## config.mk

```make
export PLATFORM = sky130hd
export DESIGN_NAME = lib_mularb2_flat
export DESIGN_NICKNAME = d
export VERILOG_FILES = /design/src/rtl/lib_mularb2_if.sv /design/src/rtl/lib_mularb2.sv /design/src/flat_wrapper.sv
export SDC_FILE = /design/constraint.sdc
export NUM_CORES = 1
export LEC_CHECK = 0
export CORE_AREA = 4 4 151 153
export CTS_BUF_LIST = sky130_fd_sc_hd__clkbuf_4 sky130_fd_sc_hd__clkbuf_8
export CTS_CLUSTER_SIZE = 12
export DETAILED_ROUTE_END_ITERATION = 6
export DIE_AREA = 0 0 155 157
export PLACE_DENSITY = 0.67
export SYNTH_ARGS = -nofsm -noshare
export SYNTH_HDL_FRONTEND = slang
export SYNTH_SLANG_ARGS = --single-unit
```

## constraint.sdc

```tcl
create_clock -name clk -period 2.8 [get_ports clk]
set_input_delay 0.28 -clock clk [delete_from_list [all_inputs] [get_ports clk]]
set_output_delay 0.28 -clock clk [all_outputs]
set_load 0.01 [all_outputs]
```

## src/rtl/lib_mularb2_if.sv

```systemverilog
// ----------------------------------------------------------------------------
// lib_mularb2_if
// Bundles the two requester channels and the shared-multiplier channel used
// by lib_mularb2.
//   req{0,1}_in0/in1/val/rdy : operand request channel from each requester
//   rsp{0,1}_out/val/rdy     : product response channel to each requester
//   mul_req_in0/in1/val/rdy  : operand request channel to the multiplier
//   mul_rsp_out/val/rdy      : product response channel from the multiplier
// Modports:
//   master : the surroundings (requesters + multiplier)
//   slave  : the arbiter itself
// ----------------------------------------------------------------------------
interface lib_mularb2_if #(
  parameter int DATA_W = 32
);
  logic [DATA_W-1:0]   req0_in0, req0_in1;
  logic                req0_val, req0_rdy;
  logic [2*DATA_W-1:0] rsp0_out;
  logic                rsp0_val, rsp0_rdy;

  logic [DATA_W-1:0]   req1_in0, req1_in1;
  logic                req1_val, req1_rdy;
  logic [2*DATA_W-1:0] rsp1_out;
  logic                rsp1_val, rsp1_rdy;

  logic [DATA_W-1:0]   mul_req_in0, mul_req_in1;
  logic                mul_req_val, mul_req_rdy;
  logic [2*DATA_W-1:0] mul_rsp_out;
  logic                mul_rsp_val, mul_rsp_rdy;

  modport master (
    output req0_in0, req0_in1, req0_val, rsp0_rdy,
    output req1_in0, req1_in1, req1_val, rsp1_rdy,
    output mul_req_rdy, mul_rsp_out, mul_rsp_val,
    input  req0_rdy, rsp0_out, rsp0_val,
    input  req1_rdy, rsp1_out, rsp1_val,
    input  mul_req_in0, mul_req_in1, mul_req_val, mul_rsp_rdy
  );

  modport slave (
    input  req0_in0, req0_in1, req0_val, rsp0_rdy,
    input  req1_in0, req1_in1, req1_val, rsp1_rdy,
    input  mul_req_rdy, mul_rsp_out, mul_rsp_val,
    output req0_rdy, rsp0_out, rsp0_val,
    output req1_rdy, rsp1_out, rsp1_val,
    output mul_req_in0, mul_req_in1, mul_req_val, mul_rsp_rdy
  );
endinterface

```

## src/rtl/lib_mularb2.sv

```systemverilog
// ----------------------------------------------------------------------------
// lib_mularb2
// Two-requester round-robin arbiter/sequencer in front of one shared
// DATA_W x DATA_W -> 2*DATA_W multiplier. One operation is in flight at a
// time; its product is returned only to the requester that issued it.
// Ports:
//   clk    : clock
//   reset  : asynchronous active-low reset (0 = in reset)
//   bus    : lib_mularb2_if.slave, requester and multiplier channels
//   perf_cnt0/perf_cnt1 : response handshake counters, present only when
//            MULARB_PERF_CNT_EN is defined
// Sequence: IDLE (arbitrate/accept) -> ISSUE (drive multiplier) ->
//           WAIT (take product) -> RESP (return to owner) -> IDLE
// ----------------------------------------------------------------------------
module lib_mularb2 #(
  parameter int DATA_W = 32
) (
  input  logic         clk,
  input  logic         reset,
  lib_mularb2_if.slave bus
`ifdef MULARB_PERF_CNT_EN
  ,
  output logic [31:0]  perf_cnt0,
  output logic [31:0]  perf_cnt1
`endif
);

  typedef enum logic [1:0] {
    S_IDLE  = 2'd0,
    S_ISSUE = 2'd1,
    S_WAIT  = 2'd2,
    S_RESP  = 2'd3
  } state_t;

  state_t              state;
  logic [DATA_W-1:0]   op0_q, op1_q;
  logic [2*DATA_W-1:0] result_q;
  logic                owner_q;
  logic                last_grant_q;

  logic                grant;
  logic                any_val;
  logic                owner_rsp_rdy;
  logic                rsp0_val, rsp1_val;

  // Round robin: a lone requester always wins; under contention the one
  // that did not win last time goes next.
  // NOTE: grant gets a default before any branch so no path leaves it
  // unassigned, which would otherwise infer a latch.
  always_comb begin
    grant = 1'b0;
    if (bus.req0_val && bus.req1_val) grant = ~last_grant_q;
    else                              grant = bus.req1_val;
  end

  assign any_val = bus.req0_val || bus.req1_val;

  // Gated with reset so neither requester sees an accept while held in reset.
  assign bus.req0_rdy = reset && (state == S_IDLE) && bus.req0_val && !grant;
  assign bus.req1_rdy = reset && (state == S_IDLE) && bus.req1_val &&  grant;

  assign bus.mul_req_val = (state == S_ISSUE);
  assign bus.mul_req_in0 = op0_q;
  assign bus.mul_req_in1 = op1_q;
  assign bus.mul_rsp_rdy = (state == S_WAIT);

  assign rsp0_val     = (state == S_RESP) && !owner_q;
  assign rsp1_val     = (state == S_RESP) &&  owner_q;
  assign bus.rsp0_val = rsp0_val;
  assign bus.rsp1_val = rsp1_val;
  // The non-owner always reads zero, so a product never leaks across.
  assign bus.rsp0_out = owner_q ? '0 : result_q;
  assign bus.rsp1_out = owner_q ? result_q : '0;

  assign owner_rsp_rdy = owner_q ? bus.rsp1_rdy : bus.rsp0_rdy;

  // NOTE: sequential state uses non-blocking assignments only, so every
  // register samples pre-edge values regardless of statement order.
  // NOTE: operand/result/owner registers are reset as well, so the data
  // outputs read zero straight out of reset rather than X.
  always_ff @(posedge clk or negedge reset) begin
    if (!reset) begin
      state        <= S_IDLE;
      op0_q        <= '0;
      op1_q        <= '0;
      result_q     <= '0;
      owner_q      <= 1'b0;
      last_grant_q <= 1'b1;  // requester 0 wins the first contention
    end else begin
      case (state)
        S_IDLE: begin
          // any_val implies the granted requester sees rdy this cycle.
          if (any_val) begin
            op0_q        <= grant ? bus.req1_in0 : bus.req0_in0;
            op1_q        <= grant ? bus.req1_in1 : bus.req0_in1;
            owner_q      <= grant;
            last_grant_q <= grant;
            state        <= S_ISSUE;
          end
        end
        S_ISSUE: begin
          if (bus.mul_req_rdy) state <= S_WAIT;
        end
        S_WAIT: begin
          if (bus.mul_rsp_val) begin
            result_q <= bus.mul_rsp_out;
            state    <= S_RESP;
          end
        end
        S_RESP: begin
          if (owner_rsp_rdy) state <= S_IDLE;
        end
        default: state <= S_IDLE;
      endcase
    end
  end

`ifdef MULARB_PERF_CNT_EN
  // Completed-response counters; natural 32-bit wrap.
  always_ff @(posedge clk or negedge reset) begin
    if (!reset) begin
      perf_cnt0 <= '0;
      perf_cnt1 <= '0;
    end else begin
      if (rsp0_val && bus.rsp0_rdy) perf_cnt0 <= perf_cnt0 + 32'd1;
      if (rsp1_val && bus.rsp1_rdy) perf_cnt1 <= perf_cnt1 + 32'd1;
    end
  end
`endif

endmodule
```

## src/flat_wrapper.sv

```systemverilog
// flat-port wrapper written by rule: the top's interface ports become plain ports
module lib_mularb2_flat 
#(
  parameter int DATA_W = 32
)
  (clk, reset, bus_req0_in0, bus_req0_in1, bus_req0_val, bus_rsp0_rdy, bus_req1_in0, bus_req1_in1, bus_req1_val, bus_rsp1_rdy, bus_mul_req_rdy, bus_mul_rsp_out, bus_mul_rsp_val, bus_req0_rdy, bus_rsp0_out, bus_rsp0_val, bus_req1_rdy, bus_rsp1_out, bus_rsp1_val, bus_mul_req_in0, bus_mul_req_in1, bus_mul_req_val, bus_mul_rsp_rdy);
  lib_mularb2_if #(.DATA_W(DATA_W)) bus_i ();
  input  logic clk;
  input  logic reset;
  input wire logic [$bits(bus_i.req0_in0)-1:0] bus_req0_in0;
  input wire logic [$bits(bus_i.req0_in1)-1:0] bus_req0_in1;
  input wire logic [$bits(bus_i.req0_val)-1:0] bus_req0_val;
  input wire logic [$bits(bus_i.rsp0_rdy)-1:0] bus_rsp0_rdy;
  input wire logic [$bits(bus_i.req1_in0)-1:0] bus_req1_in0;
  input wire logic [$bits(bus_i.req1_in1)-1:0] bus_req1_in1;
  input wire logic [$bits(bus_i.req1_val)-1:0] bus_req1_val;
  input wire logic [$bits(bus_i.rsp1_rdy)-1:0] bus_rsp1_rdy;
  input wire logic [$bits(bus_i.mul_req_rdy)-1:0] bus_mul_req_rdy;
  input wire logic [$bits(bus_i.mul_rsp_out)-1:0] bus_mul_rsp_out;
  input wire logic [$bits(bus_i.mul_rsp_val)-1:0] bus_mul_rsp_val;
  output wire logic [$bits(bus_i.req0_rdy)-1:0] bus_req0_rdy;
  output wire logic [$bits(bus_i.rsp0_out)-1:0] bus_rsp0_out;
  output wire logic [$bits(bus_i.rsp0_val)-1:0] bus_rsp0_val;
  output wire logic [$bits(bus_i.req1_rdy)-1:0] bus_req1_rdy;
  output wire logic [$bits(bus_i.rsp1_out)-1:0] bus_rsp1_out;
  output wire logic [$bits(bus_i.rsp1_val)-1:0] bus_rsp1_val;
  output wire logic [$bits(bus_i.mul_req_in0)-1:0] bus_mul_req_in0;
  output wire logic [$bits(bus_i.mul_req_in1)-1:0] bus_mul_req_in1;
  output wire logic [$bits(bus_i.mul_req_val)-1:0] bus_mul_req_val;
  output wire logic [$bits(bus_i.mul_rsp_rdy)-1:0] bus_mul_rsp_rdy;
  assign bus_i.req0_in0 = bus_req0_in0;
  assign bus_i.req0_in1 = bus_req0_in1;
  assign bus_i.req0_val = bus_req0_val;
  assign bus_i.rsp0_rdy = bus_rsp0_rdy;
  assign bus_i.req1_in0 = bus_req1_in0;
  assign bus_i.req1_in1 = bus_req1_in1;
  assign bus_i.req1_val = bus_req1_val;
  assign bus_i.rsp1_rdy = bus_rsp1_rdy;
  assign bus_i.mul_req_rdy = bus_mul_req_rdy;
  assign bus_i.mul_rsp_out = bus_mul_rsp_out;
  assign bus_i.mul_rsp_val = bus_mul_rsp_val;
  assign bus_req0_rdy = bus_i.req0_rdy;
  assign bus_rsp0_out = bus_i.rsp0_out;
  assign bus_rsp0_val = bus_i.rsp0_val;
  assign bus_req1_rdy = bus_i.req1_rdy;
  assign bus_rsp1_out = bus_i.rsp1_out;
  assign bus_rsp1_val = bus_i.rsp1_val;
  assign bus_mul_req_in0 = bus_i.mul_req_in0;
  assign bus_mul_req_in1 = bus_i.mul_req_in1;
  assign bus_mul_req_val = bus_i.mul_req_val;
  assign bus_mul_rsp_rdy = bus_i.mul_rsp_rdy;
  lib_mularb2 #(.DATA_W(DATA_W)) u_core (.clk(clk), .reset(reset), .bus(bus_i));
endmodule
```

# After elaboration in Yosys (flattened, before gate mapping)
# Index checks and enable logic that the tools add are counted.
dict set report totals {
  register_bits 132
  out_inout_bits 198
  word_cells 40
}
dict set report classes {
  eq_ne 7
  mux 11
  n_bitwise 1
  n_reduce_logical 15
}
# cell n
set op_table {}
lappend op_table {{$mux 64} 2}
lappend op_table {{$mux 32} 2}
lappend op_table {{$logic_and 1x1->1} 8}
lappend op_table {{$mux 2} 4}
lappend op_table {{$pmux 2 s4} 1}
lappend op_table {{$eq 2x2->1 const B} 2}
lappend op_table {{$ne 2x1->1 const B} 2}
lappend op_table {{$ne 2x2->1 const B} 2}
lappend op_table {{$reduce_and 2->1} 2}
lappend op_table {{$reduce_and 4->1} 1}
lappend op_table {{$eq 2x1->1 const B} 1}
lappend op_table {{$logic_not 1->1} 2}
lappend op_table {{$logic_not 2->1} 1}
lappend op_table {{$mux 1} 2}
lappend op_table {{$logic_or 1x1->1} 1}
lappend op_table {{$not 1->1} 1}

# Depth between registers and ports, before layout
# Gate-level depths: netlist of the first run.
dict set report depth {
  word_depth 4
  ltp_mapped 8
  depth_no_buf 5
}

# Worst setup path before layout of the first run
# Ideal clock, no wire load.
dict set report synth_timing {
  kind {reg2reg}
  from {register u_core.state[0]}
  to {register u_core.state[1]}
  arrival_time_ns 1.549
  setup_slack_ns 1.124
  stages_incl_launch_ff 6
  path_buffers 0
  period_less_slack_ns 1.676
  path_cell_list {dfrtp_1 -> inv_1 -> ha_1 -> nor2b_1 -> a2111oi_4 -> mux2_1}
}
dict set report synth_between {
  elab_chain_cells 3
  word_cells_on_any_way 10
  classes_between {eq/ne: 7; mux: 1; reduce/logical: 2}
}
# element line
set synth_lines {}
lappend synth_lines {{start, declared} lib_mularb2.sv:35} ;# state_t state;
lappend synth_lines {{start signal, assigned} lib_mularb2.sv:83} ;# state <= S_IDLE;
lappend synth_lines {{start signal, assigned} lib_mularb2.sv:98} ;# state <= S_ISSUE;
lappend synth_lines {{start signal, assigned} lib_mularb2.sv:102} ;# if (bus.mul_req_rdy) state <= S_WAIT;
lappend synth_lines {{$eq 2x2->1 *} --}
lappend synth_lines {{via bus_mul_rsp_rdy} flat_wrapper.sv:30} ;# output wire logic [$bits(bus_i.mul_rsp_rdy)-1:0] bus_mul_rsp_rdy;
lappend synth_lines {{$ne 2x2->1 (no line)} --}
lappend synth_lines {{$reduce_and 4->1 (no line)} --}
# Mark *: on every way through the listed nets, which the timed path passes. The rest lies on a longest branch.
# A chain may end at the register's enable or synchronous reset.

# Worst setup path after layout of the first run
dict set report layout_timing {
  from {register u_core.state[0]}
  to {output port bus_req0_rdy}
}
dict set report layout_between {
  elab_chain_cells 4
}
# element line
set layout_lines {}
lappend layout_lines {{$logic_not 2->1} lib_mularb2.sv:59} ;# assign bus.req0_rdy = reset && (state == S_IDLE) && bus.req0_val && !grant;
lappend layout_lines {{$logic_and 1x1->1 (3 in series)} lib_mularb2.sv:59}
lappend layout_lines {{end, declared} flat_wrapper.sv:21} ;# output wire logic [$bits(bus_i.req0_rdy)-1:0] bus_req0_rdy;
# Every way passes these cells.

==> summary.md, run 1 <==
| Metric | Value |
|---|---|
| CTS max path bufs | `2` |
| Number of enable flip-flop cells after synthesis | `0` |
| Max H-tree Level | `4` |
| Buf/Inv on CP | `2` |
| R2R setup slack | `0.87 ns` |
| Final-layout fill cell count | `1973` |
| Num CTS Buffers | `17` |
| CP arrival | `~2.1 ns` |
| Leakage | `4.650 nW` |
| Gate Count Post-Synth | `583` |
| Die Wd | `155 µm` |
| Antenna-violating nets left | `0` |
| Root Driver | `clkbuf_8` |
| Leading post-synthesis cells by instance count | `131 x dfrtp_1, 67 x nor2b_1, 66 x mux2i_1` |
| CP cell instances | `inv_1 -> ha_1 -> nand3_1 -> nor2_1 -> clkdlybuf4s50_1` |
| Asr flop ratio synth | `1.000` |
| First-pass GRT wire length | `31280 µm` |
| FF+latch area | `0.003308 mm²` |
| Min-delay src | `bus_mul_rsp_out[54]` |
| Fin crit share | `0.8345` |
| Largest area contributor in the netlist | `dfrtp_1` |
| Vias/cell | `4.390` |
| Post-route cell area | `0.01117 mm²` |
| Die height | `about 160 µm` |
| Unrepaired setup endpoints after global routing | `false` |
| Synth warn | `0` |
| Num ports | `a little under 400` |
| CP max FO | `7` |
| Wire per inst | `roughly 17 µm` |
| Clk slew on worst S/H paths | `0.08 ns` |
| Status | `finished, final reports clean` |
| Total power per unit cell area | `1047 mW/mm²` |
| Synth area leaders | `dfrtp_1 51%, mux2i_1 10%, mux2_2 9.8%` |
| CP max-delay cell | `clkdlybuf4s50_1` |
| Layout cells sized above 1 | `0.1078` |
| DR DRC count | `0` |
| CTS tree | `built` |
| Setup skew after layout | `0.01732 ns` |
| Critical path's largest stage delay | `0.54 ns` |
| Mapped Area | `0.006446 mm²` |
| Flops & latches, synth | `132` |
| Port Buf Inserts | `approximately 400` |
| First drt pass iteration count | `4` |
| Core Rows | `54` |
| Via Count | `5544` |
| Vias in the first global route | `around 5700` |
| Synth top area share | `0.5085` |
| Core Region | `0.02155 mm²` |
| Multi-input gate area | `0.002957 mm²` |
| Critical Path RT | `2.52 ns` |
| Peak VDD IR | `444.8 µV` |
| Worst slew pin tran | `0.7335 ns` |
| Most frequent cell after synthesis | `dfrtp_1` |
| Die area | `0.02434 mm²` |
| Final setup fails | `0` |
| Post-CTS resize count | `0` |
| Clock latency on the worst-skew pair | `0.43 ns` |
| Largest net degree at the start of global routing | `roughly 130` |
| Hold path cells | `2` |
| Ant diodes | `0` |
| RR Startpoint | `u_core.state[0]` |
| HP Class | `in2reg` |
| Routability cong. | `0.7635` |
| Placed Area | `approximately 0.011 mm²` |
| TNS Setup | `0 ns` |
| Endpoints failing hold | `0` |
| Initial DRC count | `131` |
| Fin nets | `~1200` |
| Setup repair bufs after CTS | `0` |
| Post-synth top flop | `dfrtp_1` |
| Sequential fraction of the synthesis area | `0.5126` |
| Final slew viol count | `0` |
| Post-Route WL | `roughly 21000 µm` |
| All-Layer GR Usage | `0.1646` |
| Count of cell types in the netlist | `25` |
| DP Wirelength | `15960 µm` |
| Critical path class | `reg2out` |
| Slew HR | `0.5110` |
| Final hold slack | `about 0.44 ns` |
| Worst setup path start | `u_core.state[0]` |
| Worst Setup Start Kind | `flop` |
| Initial antenna violation count | `0` |
| F_max | `428.0 MHz` |
| CP Depth | `5` |
| CP delay by family, top | `buffers and inverters` |
| Worst Setup End Kind | `output port` |
| Avg Cell Area, Syn | `approximately 11 µm²` |
| Min Tclk post-route | `roughly 2.3 ns` |
| Register-to-Register Path Depth | `5` |
| Net Count, Synth | `788` |
| Area grow syn2layout | `73.31%` |
| Max_cap viols | `0` |
| Total gr overflow | `0` |
| Clock Sinks | `132` |
| Initial Util | `0.2991` |
==> through the flow <==
stage                     cells  setup slack, ns  total power, mW  utilization
after floorplan             583            1.124            6.420            -
after global placement     1230           0.7226            10.13       0.4996
after detailed placement   1230           0.7144            10.22       0.4996
after CTS                  1263           0.4035            11.89       0.5183
after global routing       1263           0.3365            12.52       0.5183
final                      1263           0.4633            11.69       0.5183
==> worst paths after layout <==
kind,to
worst max-delay path,bus_req0_rdy
worst min-delay path,u_core.result_q[54]
worst max register to register,u_core.result_q[51]
worst min register to register,u_core.bus.mul_req_in1[5]
max in group asynchronous,u_core.owner_q
min in group asynchronous,u_core.bus.mul_req_in0[14]
==> metal layers <==
| layer | vias up | part of all wire | GRT usage |
|---|---|---|---|
| met3 | 13 | 0.099 | 0.06544 |
| li1 | 2716 | - | - |
| met1 | 2565 | 0.39 | 0.1861 |
| met2 | 250 | 0.50 | 0.2907 |
| met5 | - | 0 | 0 |
| met4 | 0 | 0.012 | 0.04289 |
==> power by group <==
group          switching, mW  leakage [nW]  internal [mW]
Clock                  0.824         0.190          0.812
Combinational           2.75          2.86           3.86
Sequential             0.579          1.60           2.87
==> flip-flops by register name, summed over array words and instances (netlist names) <==
name / cells
u_core.state: 2
u_core.bus.mul_req_in0: 32
u_core.result_q: 64
u_core.bus.mul_req_in1: 32
u_core.owner_q: 1
u_core.last_grant_q: 1
==> cells in the final DEF (no fill, tap or decap), drive strengths merged <==
cell type      synthesis  routed
a2111oi                1       1
a21boi                 1       1
a21oi                  1       1
a22o                   1       1
a31oi                  1       1
and2                  65      65
and3                   1       1
buf                   15      12
bufinv                 0       2
clkbuf                26      18
clkdlybuf4s50          0     396
clkinv                 0       4
clkinvlp               0       4
dfrtp                131     131
dfstp                  1       1
dlygate4sd3            0       1
ha                     5       5
inv                    2       6
mux2                  65      65
mux2i                 66      66
nand2                 65      65
nand3                  1       1
nor2                   2       2
nor2b                 67      67
nor3b                  1       1
o21ai                 65      65
==> cell families after synthesis <==
kind of cell	Yosys count	synth area share
flip-flops	132	0.5126
buffers and inverters	43	0.03144
AO/OA/AOI/OAI	70	0.06017
adder cells (fa/ha/maj)	5	0.009705
AND/OR/NAND/NOR	202	0.1700
multiplexers	131	0.2160
==> cell type report <==
class                   instances  share of cell area
clock buffers                  18             0.02161
clock inverters                14             0.01366
inverters                       2           0.0006720
multi-input cells             408              0.2646
flip-flops and latches        132              0.2961
well taps                     280             0.03136
repair buffers                409              0.3719
==> repair_timing <==
action,in CTS,in global routing
hold buffers,1,0
endpoints found under the hold margin,12,0
setup endpoints to repair,0,0
==> worst reg2reg max path, delay by kind of cell (launching register included) <==
kind                     cells  cell delay [ns]
adder cells (fa/ha/maj)      1             0.26
buffers and inverters        2             0.39
flip-flops                   1             0.38
multiplexers                 1             0.40
AND/OR/NAND/NOR              1             0.40
No activity file was read; power rests on OpenSTA's default activity.
==> inputs of run 2 (changes only) <==
Settings changed: CORE_AREA 4 4 151 153 to 4 4 154 156, DIE_AREA 0 0 155 157 to 0 0 158 160, PLACE_DENSITY 0.67 to 0.68.
Clock period 2.8 ns to 2 ns, I/O delays scaled along.
==> run 2 against run 1 <==
  * Worst hold slack worse by 0.095 ns
  * Global-route usage is 0.083 points lower
  * Count of clock-buffer cells in the layout is 1 higher
==> summary.md, run 2 (synthesized netlist as in run 1, its figures left out) <==
| Metric | Value |
|---|---|
| Clock latency on the worst-skew pair | `0.44 ns (about the same)` |
| Worst Setup Start Kind | `flop` |
| DR DRC count | `0 (unchanged)` |
| Antenna-violating nets left | `0 (unchanged)` |
| CTS tree | `built` |
| Initial antenna violation count | `0 (unchanged)` |
| Overall Power | `15.87 mW (+36%)` |
| Status | `finished, final reports clean` |
| Critical path class | `reg2out` |
| Via Count | `5640 (+1.7%)` |
| GRT Max-Usage Layer | `met2` |
| Largest net degree at the start of global routing | `133 (unchanged)` |
| Min Tclk post-route | `1.884 ns` |
| Grt met1 use | `0.1839 (-0.002190)` |
| Largest Register | `u_core.result_q` |
| Worst slew pin tran | `0.8100 ns (+0.07643 ns)` |
| Routability cong. | `0.7943 (+4.0%)` |
| DP Wirelength | `16690 µm (+4.6%)` |
| HP Class | `in2reg` |
| Final-layout fill cell count | `2176 (+10%)` |
| Final hold slack | `0.3492 ns (-0.09467 ns)` |
| F_max | `530.9 MHz` |
| Wire per inst | `16.81 µm (+1.5%)` |
| Total power per unit cell area | `1414 mW/mm² (+35%)` |
| Met2 usage | `0.2812 (-0.009590)` |
| Core Region | `0.02237 mm² (+3.8%)` |
| Clk slew on worst S/H paths | `0.08 ns (about the same)` |
| Max reg flops | `64 (unchanged)` |
| Total gr overflow | `0 (unchanged)` |
| Most common cell after layout, fill and taps aside | `clkdlybuf4s50_1` |
| Multi-input gate area | `0.002982 mm² (+0.85%)` |
| Fin crit share | `0.9418` |
| TNS Setup | `0 ns (unchanged)` |
| Endpoints failing hold | `0 (unchanged)` |
| Peak VDD IR | `557.9 µV (+25%)` |
| First-pass GRT wire length | `32080 µm (+2.5%)` |
| All-Layer GR Usage | `0.1637 (-0.0008315)` |
| Num ports | `398 (unchanged)` |
| Final slew viol count | `0 (unchanged)` |
| CP max FO | `4 (-3)` |
| Unrepaired setup endpoints after global routing | `false` |
| Ant diodes | `0 (unchanged)` |
| CP max-delay cell | `clkdlybuf4s50_1` |
| Final setup fails | `0 (unchanged)` |
| Die area | `0.02528 mm² (+3.9%)` |
| Vias/cell | `4.406 (+0.38%)` |
| Initial DRC count | `189 (+44%)` |
| Placed Area | `0.01090 mm² (+1.3%)` |
| CP delay by family, top | `buffers and inverters` |
| Max H-tree Level | `4 (unchanged)` |
| Clock Sinks | `132 (unchanged)` |
| Setup skew after layout | `0.01481 ns (-0.002502 ns)` |
| Slew HR | `0.4600 (-0.05095)` |
| Initial Util | `0.2882 (-0.01086)` |
| Buf/Inv on CP | `2 (unchanged)` |
| Most frequent cells in the layout | `263 x clkdlybuf4s50_1, 133 x dlygate4sd2_1, 129 x dfrtp_1, 67 x nor2b_1, 66 x mux2i_1` |
| First drt pass iteration count | `6 (+2)` |
| Post-Route WL | `21520 µm (+2.9%)` |
| Die height | `160 µm (+1.9%)` |
| Leakage | `5.178 nW (+11%)` |
| Num CTS Buffers | `17 (unchanged)` |
| Max_cap viols | `0 (unchanged)` |
| CP arrival | `1.68 ns (-0.38 ns)` |
| Layout cells sized above 1 | `0.1236 (+0.01578)` |
| Fin nets | `1187 (+1.0%)` |
| CP cell instances | `inv_2 -> ha_1 -> clkdlybuf4s50_1` |
| Port Buf Inserts | `397 (unchanged)` |
| Critical path's largest stage delay | `0.54 ns (about the same)` |
| Root Driver | `clkbuf_8` |
| Core Rows | `55 (+1.9%)` |
| Vias in the first global route | `5756 (+0.30%)` |
| CTS max path bufs | `2 (unchanged)` |
| Critical Path RT | `1.80 ns (-0.72 ns)` |
| Die Wd | `158 µm (+1.9%)` |
| FF+latch area | `0.003309 mm² (about the same)` |
| Post-route cell area | `0.01123 mm² (+0.48%)` |
| GR Layer Usage met3 | `0.07154 (+0.006106)` |
| Area grow syn2layout | `74.15%` |
| Worst Setup End Kind | `output port` |
## run 2: cell types whose count changed in the layout (fill, tap and decap cells not counted), sizes merged
cell,delta
buf,+12
dlygate4sd2,+133
clkinvlp,-1
bufinv,+1
inv,-1
clkdlybuf4s50,-133
clkbuf,+1
## run 2: per-stage QoR
stage	setup WS, ns	cells	utilization
detailed placement	0.1613	1244	0.4876
global route	0.006387	1280	0.5019
finish	0.1165	1280	0.5019
global placement	0.1763	1244	0.4876
floorplan	0.3239	583	-
CTS	0.02691	1279	0.5015
## run 2: timing repair
item | 4_1_cts | 5_1_grt
setup endpoints to repair | 131 | 2
gates resized for setup | 139 | 1
hold endpoints to repair | 131 | 0
setup buffers | 2 | 1
hold buffers | 1 | 0
## run 2: final timing paths
check	slack, ns	start	cells after the start	endpoint
worst max-delay path	0.12	u_core.state[1]	3	bus_mul_req_val
worst min-delay path	0.35	bus_mul_rsp_out[19]	2	u_core.result_q[19]
worst max register to register	0.22	u_core.owner_q	4	u_core.state[1]
worst min register to register	0.49	u_core.bus.mul_req_in1[29]	2	u_core.bus.mul_req_in1[29]
max in group asynchronous	0.86	reset	3	u_core.owner_q
min in group asynchronous	0.37	reset	3	u_core.bus.mul_req_in0[9]
## run 2: where the power goes
| group | total, mW | switching [mW] | internal, mW |
|---|---|---|---|
| registers | 4.88 | 0.864 | 4.02 |
| clock network | 2.46 | 1.16 | 1.30 |
| logic | 8.53 | 3.82 | 4.71 |
| total | 15.9 | 5.85 | 10.0 |
## run 2: final cells by class
type | count | share of cell area
Clock buffer | 19 | 0.02274
Multi-Input combinational cell | 408 | 0.2656
Sequential cell | 132 | 0.2948
Tap cell | 285 | 0.03177
Clock inverter | 13 | 0.01549
Inverter | 2 | 0.0006687
Timing Repair Buffer | 421 | 0.3689
## run 2: routing by layer
layer  vias to the layer above  share of wire
li1                       2740              -
met1                      2615           0.39
met2                       262           0.49
met3                        23          0.099
met4                         0          0.019
met5                         -              0
